### src/rtl/cr_iu_pkg.sv
// cr_iu_pkg: shared change-of-flow FSM states, source ids and PC width
package cr_iu_pkg;
  localparam int PC_W = 31;
  typedef enum logic [1:0] {
    CHGFLW_IDLE  = 2'd0,
    CHGFLW_WAIT  = 2'd1,
    CHGFLW_ISSUE = 2'd2,
    CHGFLW_FLUSH = 2'd3
  } chgflw_state_e;
  typedef enum logic [1:0] {
    SRC_NONE = 2'd0,
    SRC_HAD  = 2'd1,
    SRC_EXPT = 2'd2,
    SRC_BR   = 2'd3
  } chgflw_src_e;
endpackage

### src/rtl/cr_iu_chgflw_arb_if.sv
// cr_iu_chgflw_arb_if: redirect requests from HAD/EXPT/BR and the serialized redirect to pcgen
interface cr_iu_chgflw_arb_if;
  import cr_iu_pkg::*;
  logic            had_chgflw_req;
  logic [PC_W-1:0] had_chgflw_pc;
  logic            expt_chgflw_req;
  logic [PC_W-1:0] expt_chgflw_pc;
  logic            br_chgflw_req;
  logic [PC_W-1:0] br_chgflw_pc;
  logic            pcgen_xx_ibus_idle;
  logic            arb_pcgen_chgflw_vld;
  logic [PC_W-1:0] arb_pcgen_chgflw_pc;
  logic            arb_had_ack;
  logic            arb_expt_ack;
  logic            arb_br_ack;
  logic            arb_ctrl_stall;
  logic            arb_busy;
  modport master (
    output had_chgflw_req, had_chgflw_pc, expt_chgflw_req, expt_chgflw_pc,
           br_chgflw_req, br_chgflw_pc, pcgen_xx_ibus_idle,
    input  arb_pcgen_chgflw_vld, arb_pcgen_chgflw_pc, arb_had_ack, arb_expt_ack,
           arb_br_ack, arb_ctrl_stall, arb_busy
  );
  modport slave (
    input  had_chgflw_req, had_chgflw_pc, expt_chgflw_req, expt_chgflw_pc,
           br_chgflw_req, br_chgflw_pc, pcgen_xx_ibus_idle,
    output arb_pcgen_chgflw_vld, arb_pcgen_chgflw_pc, arb_had_ack, arb_expt_ack,
           arb_br_ack, arb_ctrl_stall, arb_busy
  );
endinterface

### src/rtl/cr_iu_chgflw_prio.sv
// cr_iu_chgflw_prio: fixed-priority picker HAD > EXPT > BR, one-hot grant {br,expt,had} and muxed PC
module cr_iu_chgflw_prio
  import cr_iu_pkg::*;
(
  input  logic            had_req,
  input  logic            expt_req,
  input  logic            br_req,
  input  logic [PC_W-1:0] had_pc,
  input  logic [PC_W-1:0] expt_pc,
  input  logic [PC_W-1:0] br_pc,
  output logic [2:0]      gnt,
  output logic [PC_W-1:0] pc
);
  assign gnt = {br_req & ~had_req & ~expt_req, expt_req & ~had_req, had_req};
  assign pc  = had_req ? had_pc : expt_req ? expt_pc : br_req ? br_pc : '0;
endmodule

### src/rtl/cr_iu_chgflw_arb.sv
// cr_iu_chgflw_arb: serializes change-of-flow requests into one redirect strobe per ibus-idle window
module cr_iu_chgflw_arb
  import cr_iu_pkg::*;
#(
  parameter int FLUSH_CYC = 2
) (
  input  logic                forever_cpuclk,
  input  logic                cpurst_b,
  cr_iu_chgflw_arb_if.slave   bus
);
  localparam logic [2:0] FLUSH_LD = 3'(FLUSH_CYC - 1);
  chgflw_state_e   state, state_nxt;
  chgflw_src_e     src_q, src_w;
  logic [PC_W-1:0] pc_q, pc_w;
  logic [2:0]      gnt, cnt;
  logic            any_req, issue;
  cr_iu_chgflw_prio u_prio (
    .had_req  (bus.had_chgflw_req),
    .expt_req (bus.expt_chgflw_req),
    .br_req   (bus.br_chgflw_req),
    .had_pc   (bus.had_chgflw_pc),
    .expt_pc  (bus.expt_chgflw_pc),
    .br_pc    (bus.br_chgflw_pc),
    .gnt      (gnt),
    .pc       (pc_w)
  );
  assign any_req = |gnt;
  assign src_w   = gnt[0] ? SRC_HAD : gnt[1] ? SRC_EXPT : gnt[2] ? SRC_BR : SRC_NONE;
  assign issue   = state == CHGFLW_ISSUE;
  // state register
  always_ff @(posedge forever_cpuclk or negedge cpurst_b)
    if (!cpurst_b) state <= CHGFLW_IDLE;
    else           state <= state_nxt;
  // next state: IDLE and WAIT share arbitration; an emptied WAIT falls back to IDLE
  always_comb
    state_nxt = issue                  ? CHGFLW_FLUSH :
                state == CHGFLW_FLUSH  ? (cnt == 3'd0 ? CHGFLW_IDLE : CHGFLW_FLUSH) :
                !any_req               ? CHGFLW_IDLE :
                bus.pcgen_xx_ibus_idle ? CHGFLW_ISSUE : CHGFLW_WAIT;
  // winner latch re-arbitrated every IDLE/WAIT cycle, flush counter loaded on issue
  always_ff @(posedge forever_cpuclk or negedge cpurst_b)
    if (!cpurst_b) begin
      src_q <= SRC_NONE;
      pc_q  <= '0;
      cnt   <= '0;
    end else begin
      if (state == CHGFLW_IDLE || state == CHGFLW_WAIT) begin
        src_q <= src_w;
        pc_q  <= any_req ? pc_w : pc_q;
      end
      cnt <= issue ? FLUSH_LD : (state == CHGFLW_FLUSH && cnt != 3'd0) ? cnt - 3'd1 : cnt;
    end
  // outputs decoded from registered state and latches; only stall sees req directly
  always_comb begin
    bus.arb_pcgen_chgflw_vld = issue;
    bus.arb_pcgen_chgflw_pc  = issue ? pc_q : '0;
    bus.arb_had_ack          = issue && src_q == SRC_HAD;
    bus.arb_expt_ack         = issue && src_q == SRC_EXPT;
    bus.arb_br_ack           = issue && src_q == SRC_BR;
    bus.arb_busy             = state != CHGFLW_IDLE;
    bus.arb_ctrl_stall       = any_req || state != CHGFLW_IDLE;
  end
endmodule

### src/flat_wrapper.sv
// flat-port wrapper written by rule: the top's interface ports become plain ports
module cr_iu_chgflw_arb_flat import cr_iu_pkg::*;
#(
  parameter int FLUSH_CYC = 2
)
  (forever_cpuclk, cpurst_b, bus_had_chgflw_req, bus_had_chgflw_pc, bus_expt_chgflw_req, bus_expt_chgflw_pc, bus_br_chgflw_req, bus_br_chgflw_pc, bus_pcgen_xx_ibus_idle, bus_arb_pcgen_chgflw_vld, bus_arb_pcgen_chgflw_pc, bus_arb_had_ack, bus_arb_expt_ack, bus_arb_br_ack, bus_arb_ctrl_stall, bus_arb_busy);
  cr_iu_chgflw_arb_if bus_i ();
  input  logic forever_cpuclk;
  input  logic cpurst_b;
  input wire logic [$bits(bus_i.had_chgflw_req)-1:0] bus_had_chgflw_req;
  input wire logic [$bits(bus_i.had_chgflw_pc)-1:0] bus_had_chgflw_pc;
  input wire logic [$bits(bus_i.expt_chgflw_req)-1:0] bus_expt_chgflw_req;
  input wire logic [$bits(bus_i.expt_chgflw_pc)-1:0] bus_expt_chgflw_pc;
  input wire logic [$bits(bus_i.br_chgflw_req)-1:0] bus_br_chgflw_req;
  input wire logic [$bits(bus_i.br_chgflw_pc)-1:0] bus_br_chgflw_pc;
  input wire logic [$bits(bus_i.pcgen_xx_ibus_idle)-1:0] bus_pcgen_xx_ibus_idle;
  output wire logic [$bits(bus_i.arb_pcgen_chgflw_vld)-1:0] bus_arb_pcgen_chgflw_vld;
  output wire logic [$bits(bus_i.arb_pcgen_chgflw_pc)-1:0] bus_arb_pcgen_chgflw_pc;
  output wire logic [$bits(bus_i.arb_had_ack)-1:0] bus_arb_had_ack;
  output wire logic [$bits(bus_i.arb_expt_ack)-1:0] bus_arb_expt_ack;
  output wire logic [$bits(bus_i.arb_br_ack)-1:0] bus_arb_br_ack;
  output wire logic [$bits(bus_i.arb_ctrl_stall)-1:0] bus_arb_ctrl_stall;
  output wire logic [$bits(bus_i.arb_busy)-1:0] bus_arb_busy;
  assign bus_i.had_chgflw_req = bus_had_chgflw_req;
  assign bus_i.had_chgflw_pc = bus_had_chgflw_pc;
  assign bus_i.expt_chgflw_req = bus_expt_chgflw_req;
  assign bus_i.expt_chgflw_pc = bus_expt_chgflw_pc;
  assign bus_i.br_chgflw_req = bus_br_chgflw_req;
  assign bus_i.br_chgflw_pc = bus_br_chgflw_pc;
  assign bus_i.pcgen_xx_ibus_idle = bus_pcgen_xx_ibus_idle;
  assign bus_arb_pcgen_chgflw_vld = bus_i.arb_pcgen_chgflw_vld;
  assign bus_arb_pcgen_chgflw_pc = bus_i.arb_pcgen_chgflw_pc;
  assign bus_arb_had_ack = bus_i.arb_had_ack;
  assign bus_arb_expt_ack = bus_i.arb_expt_ack;
  assign bus_arb_br_ack = bus_i.arb_br_ack;
  assign bus_arb_ctrl_stall = bus_i.arb_ctrl_stall;
  assign bus_arb_busy = bus_i.arb_busy;
  cr_iu_chgflw_arb #(.FLUSH_CYC(FLUSH_CYC)) u_core (.forever_cpuclk(forever_cpuclk), .cpurst_b(cpurst_b), .bus(bus_i));
endmodule
### config.mk
export PLATFORM = sky130hd
export DESIGN_NAME = cr_iu_chgflw_arb_flat
export DESIGN_NICKNAME = d
export VERILOG_FILES = /design/src/rtl/cr_iu_pkg.sv /design/src/rtl/cr_iu_chgflw_arb_if.sv /design/src/rtl/cr_iu_chgflw_prio.sv /design/src/rtl/cr_iu_chgflw_arb.sv /design/src/flat_wrapper.sv
export SDC_FILE = /design/constraint.sdc
export NUM_CORES = 1
export LEC_CHECK = 0
export BUFFER_PORTS_ARGS = -buffer_cell sky130_fd_sc_hd__buf_2
export CAP_MARGIN = 10
export CORE_UTILIZATION = 45
export DETAILED_ROUTE_END_ITERATION = 12
export PLACE_DENSITY = 0.9
export SLEW_MARGIN = 20
export SYNTH_ARGS = -nofsm -noshare
export SYNTH_HDL_FRONTEND = slang
export SYNTH_SLANG_ARGS = --single-unit
### constraint.sdc
create_clock -name forever_cpuclk -period 1.75 [get_ports forever_cpuclk]
set_input_delay 0.35 -clock forever_cpuclk [delete_from_list [all_inputs] [get_ports forever_cpuclk]]
set_output_delay 0.35 -clock forever_cpuclk [all_outputs]
set_load 0.05 [all_outputs]
==> impl_metrics.toml <==
[floorplanning]
core_um2 = 5240
die_x_um = 76.6
fp.dieH_um = 76.6
dieArea_um2 = 5870
ios = 136
initial_utilization = 0.479
num_rows = 26

[critical_path]
worstReg2RegStart = "u_core.state[1]"
worstPathArrival_ns = 1.43
end_kind = "output port"
crit_start = "u_core.state[0]"
crit_buf_inv = 2
cp_slowest_cell = "dfrtp_1"
crit_path_start_kind = "flop"
critical_path.top_delay_family = "simple AND/OR/NAND/NOR gates"
crit_chain = "and2b_2 > clkbuf_16 > and2_1 > buf_6"
cpPeakStageDelay_ns = 0.39
cp.required_ns = 1.40
critical_path_class = "reg -> out"
critPathMaxFanout = 17

[run_status]
violations = "negative setup slack"
outcome = "finished with violations"

[hold_path]
worstHoldPathType = "in -> async"

[layout]
final_cell_area_um2 = 3620
final_cells = 457
layout_common_cells = "buf_2 (101), dfrtp_1 (38), nor2b_1 (31), o21ai_0 (31), buf_6 (31)"
nets = 488
n_antenna_cell = 0
area_delta_synth_final_pct = 44.5
drive_gt1_frac = 0.525
fin_util = 0.692
layout_commonest_cell = "buf_2"

[timing]
rsz0062_at_grt = "yes"
finalCritPeriodShare = 1.02
slew_headroom = 0.685
max_freq_mhz = 561
finalCriticalPeriod_ns = 1.78
worst_pin_slew_ns = 0.473
setup_tns_ns = -0.491
clock_skew_ns = 0.00159
setup_ws_ns = -0.0339
whs_ns = 0.0244
setup_viol_count_final = 28
final-max-slew-violation-count = 0
finalHoldViolations = 0

[detailed_routing]
ant_nets = 0
wl_per_cell_um = 15.5
via_per_inst = 5.57
num_vias = 2544
firstDrtPassIters = 4
initialDrtViolationCount = 143
wirelength_um = 7100
drcViolationCount = 0

[yosys]
synth_top_family_by_area = "compound AO/OA/AOI/OAI gates"
synth_area_per_cell_um2 = 9.76
synth_compound_area_frac = 0.344
synth_cell_types = 28
ys_seq_elements = 38
synth_mux_area_frac = 0
ys_seq_area_frac = 0.379
synth-simple-area-share = 0.198
yosysWarnings = 0
syn_area_um2 = 2510
synth-xor-area-share = 0
syn_inst = 257
syn_nets = 358
synth_fa_ha_area_frac = 0.00998

[global_routing]
grt_pass1_wl_um = 11300
grt_max_degree = 39
globalRouteOverflowTotal = 0
antenna_found_initial = 0
gr-usage-all-layers = 0.239
grt_pass1_vias = 2421

[clocking]
cts_sinks = 38
insertion_delay_ns = 0.27
clockBufferDepth = 2
root_buffer = "clkbuf_8"
htreeDepth = 2
tritoncts = "built"
cts_hold_buf = 0
clk_pin_slew_worst_paths_ns = 0.07
cts_buffers = 5

[place]
dp_hpwl_um = 4930
place.gp.congestion = 0.801
place_area_um2 = 3280
portBuffers = 135
dp.cells = 448

[pwr]
power_leakage_nw = 1.67
ir_worst_vdd_mv = 0.809
p_per_area_nw_per_um2 = 1560

[job]
drv_cap = 0
## registers in the layout, indices dropped and copies added, names as in the netlist
register and cells:
u_core.state 2, u_core.cnt 3, u_core.pc_q 31, u_core.src_q 2
## synthesized netlist by cell type, drive strengths merged
master,instances,area [um2]
a21oi,1,5.00
a221oi,31,278
and2,31,194
and2b,1,7.51
and3,1,6.26
and3b,1,8.76
buf,10,80.1
clkbuf,19,71.3
dfrtp,38,951
ha,2,25.0
inv,6,22.5
nand2,7,26.3
nand3b,1,7.51
nor2,4,15.0
nor2b,32,200
nor3,1,16.3
nor3b,1,7.51
o21ai,35,175
o22ai,1,6.26
o2bb2ai,1,8.76
o31ai,32,389
or2,1,6.26
## layer usage
metal  routed length [um]  up-vias  track usage
met2                 3680       96        0.430
li1                     -     1203            -
met3                  319       10       0.0395
met1                 2980     1235        0.292
met4                  116        0       0.0731
met5                    0        -            0
## per-stage QoR
step	power (mW)	worst slack, ns
2_1_floorplan	3.90	-0.0283
3_3_place_gp	4.52	0.221
3_5_place_dp	4.62	0.199
4_1_cts	5.55	-0.0188
5_1_grt	6.00	-0.0786
6_report	5.66	-0.0339
## cell families after synthesis
family / Yosys count
DFF: 38
AOI/OAI and AO/OA: 101
and+or+nand+nor: 81
adders and majority gates: 2
buffers and inverters: 35
## layout make-up
| class | instances | area, um2 |
|---|---|---|
| clock buffers | 7 | 76.3 |
| fillers | 419 | 1610 |
| inverters | 6 | 22.5 |
| multi-input cells | 184 | 1420 |
| flip-flops and latches | 38 | 951 |
| well taps | 70 | 87.6 |
| repair buffers | 152 | 1070 |
## worst register-to-register path, delay by kind of cell (launching register included)
| kind | cells | cell delay, ns |
|---|---|---|
| buf+inv | 2 | 0.37 |
| flops | 1 | 0.38 |
| simple gates | 1 | 0.30 |
| compound gates | 1 | 0.29 |
## repair_timing
action | 4_1_cts | 5_1_grt
setup endpoints to repair | 34 | 34
gates cloned | 0 | 1
setup buffers | 1 | 0
gates resized for setup | 68 | 8
pin swaps | 0 | 0
## path summary, 6_finish.rpt
kind / to / slack [ns] / depth (start not counted)
max: bus_arb_pcgen_chgflw_pc[9] / -0.03 / 4
min: u_core.src_q[0] / 0.02 / 1
max reg2reg: u_core.pc_q[1] / 0.31 / 4
min reg2reg: u_core.cnt[1] / 0.49 / 1
max in group asynchronous: u_core.pc_q[8] / 1.26 / 2
min in group forever_cpuclk: u_core.state[0] / 0.30 / 2
## where the power goes
part | internal, mW | switching [mW] | total (mW)
logic | 1.46 | 2.15 | 3.60
registers | 1.31 | 0.208 | 1.52
clock network | 0.274 | 0.269 | 0.543
(Power assumes the default switching activity.)
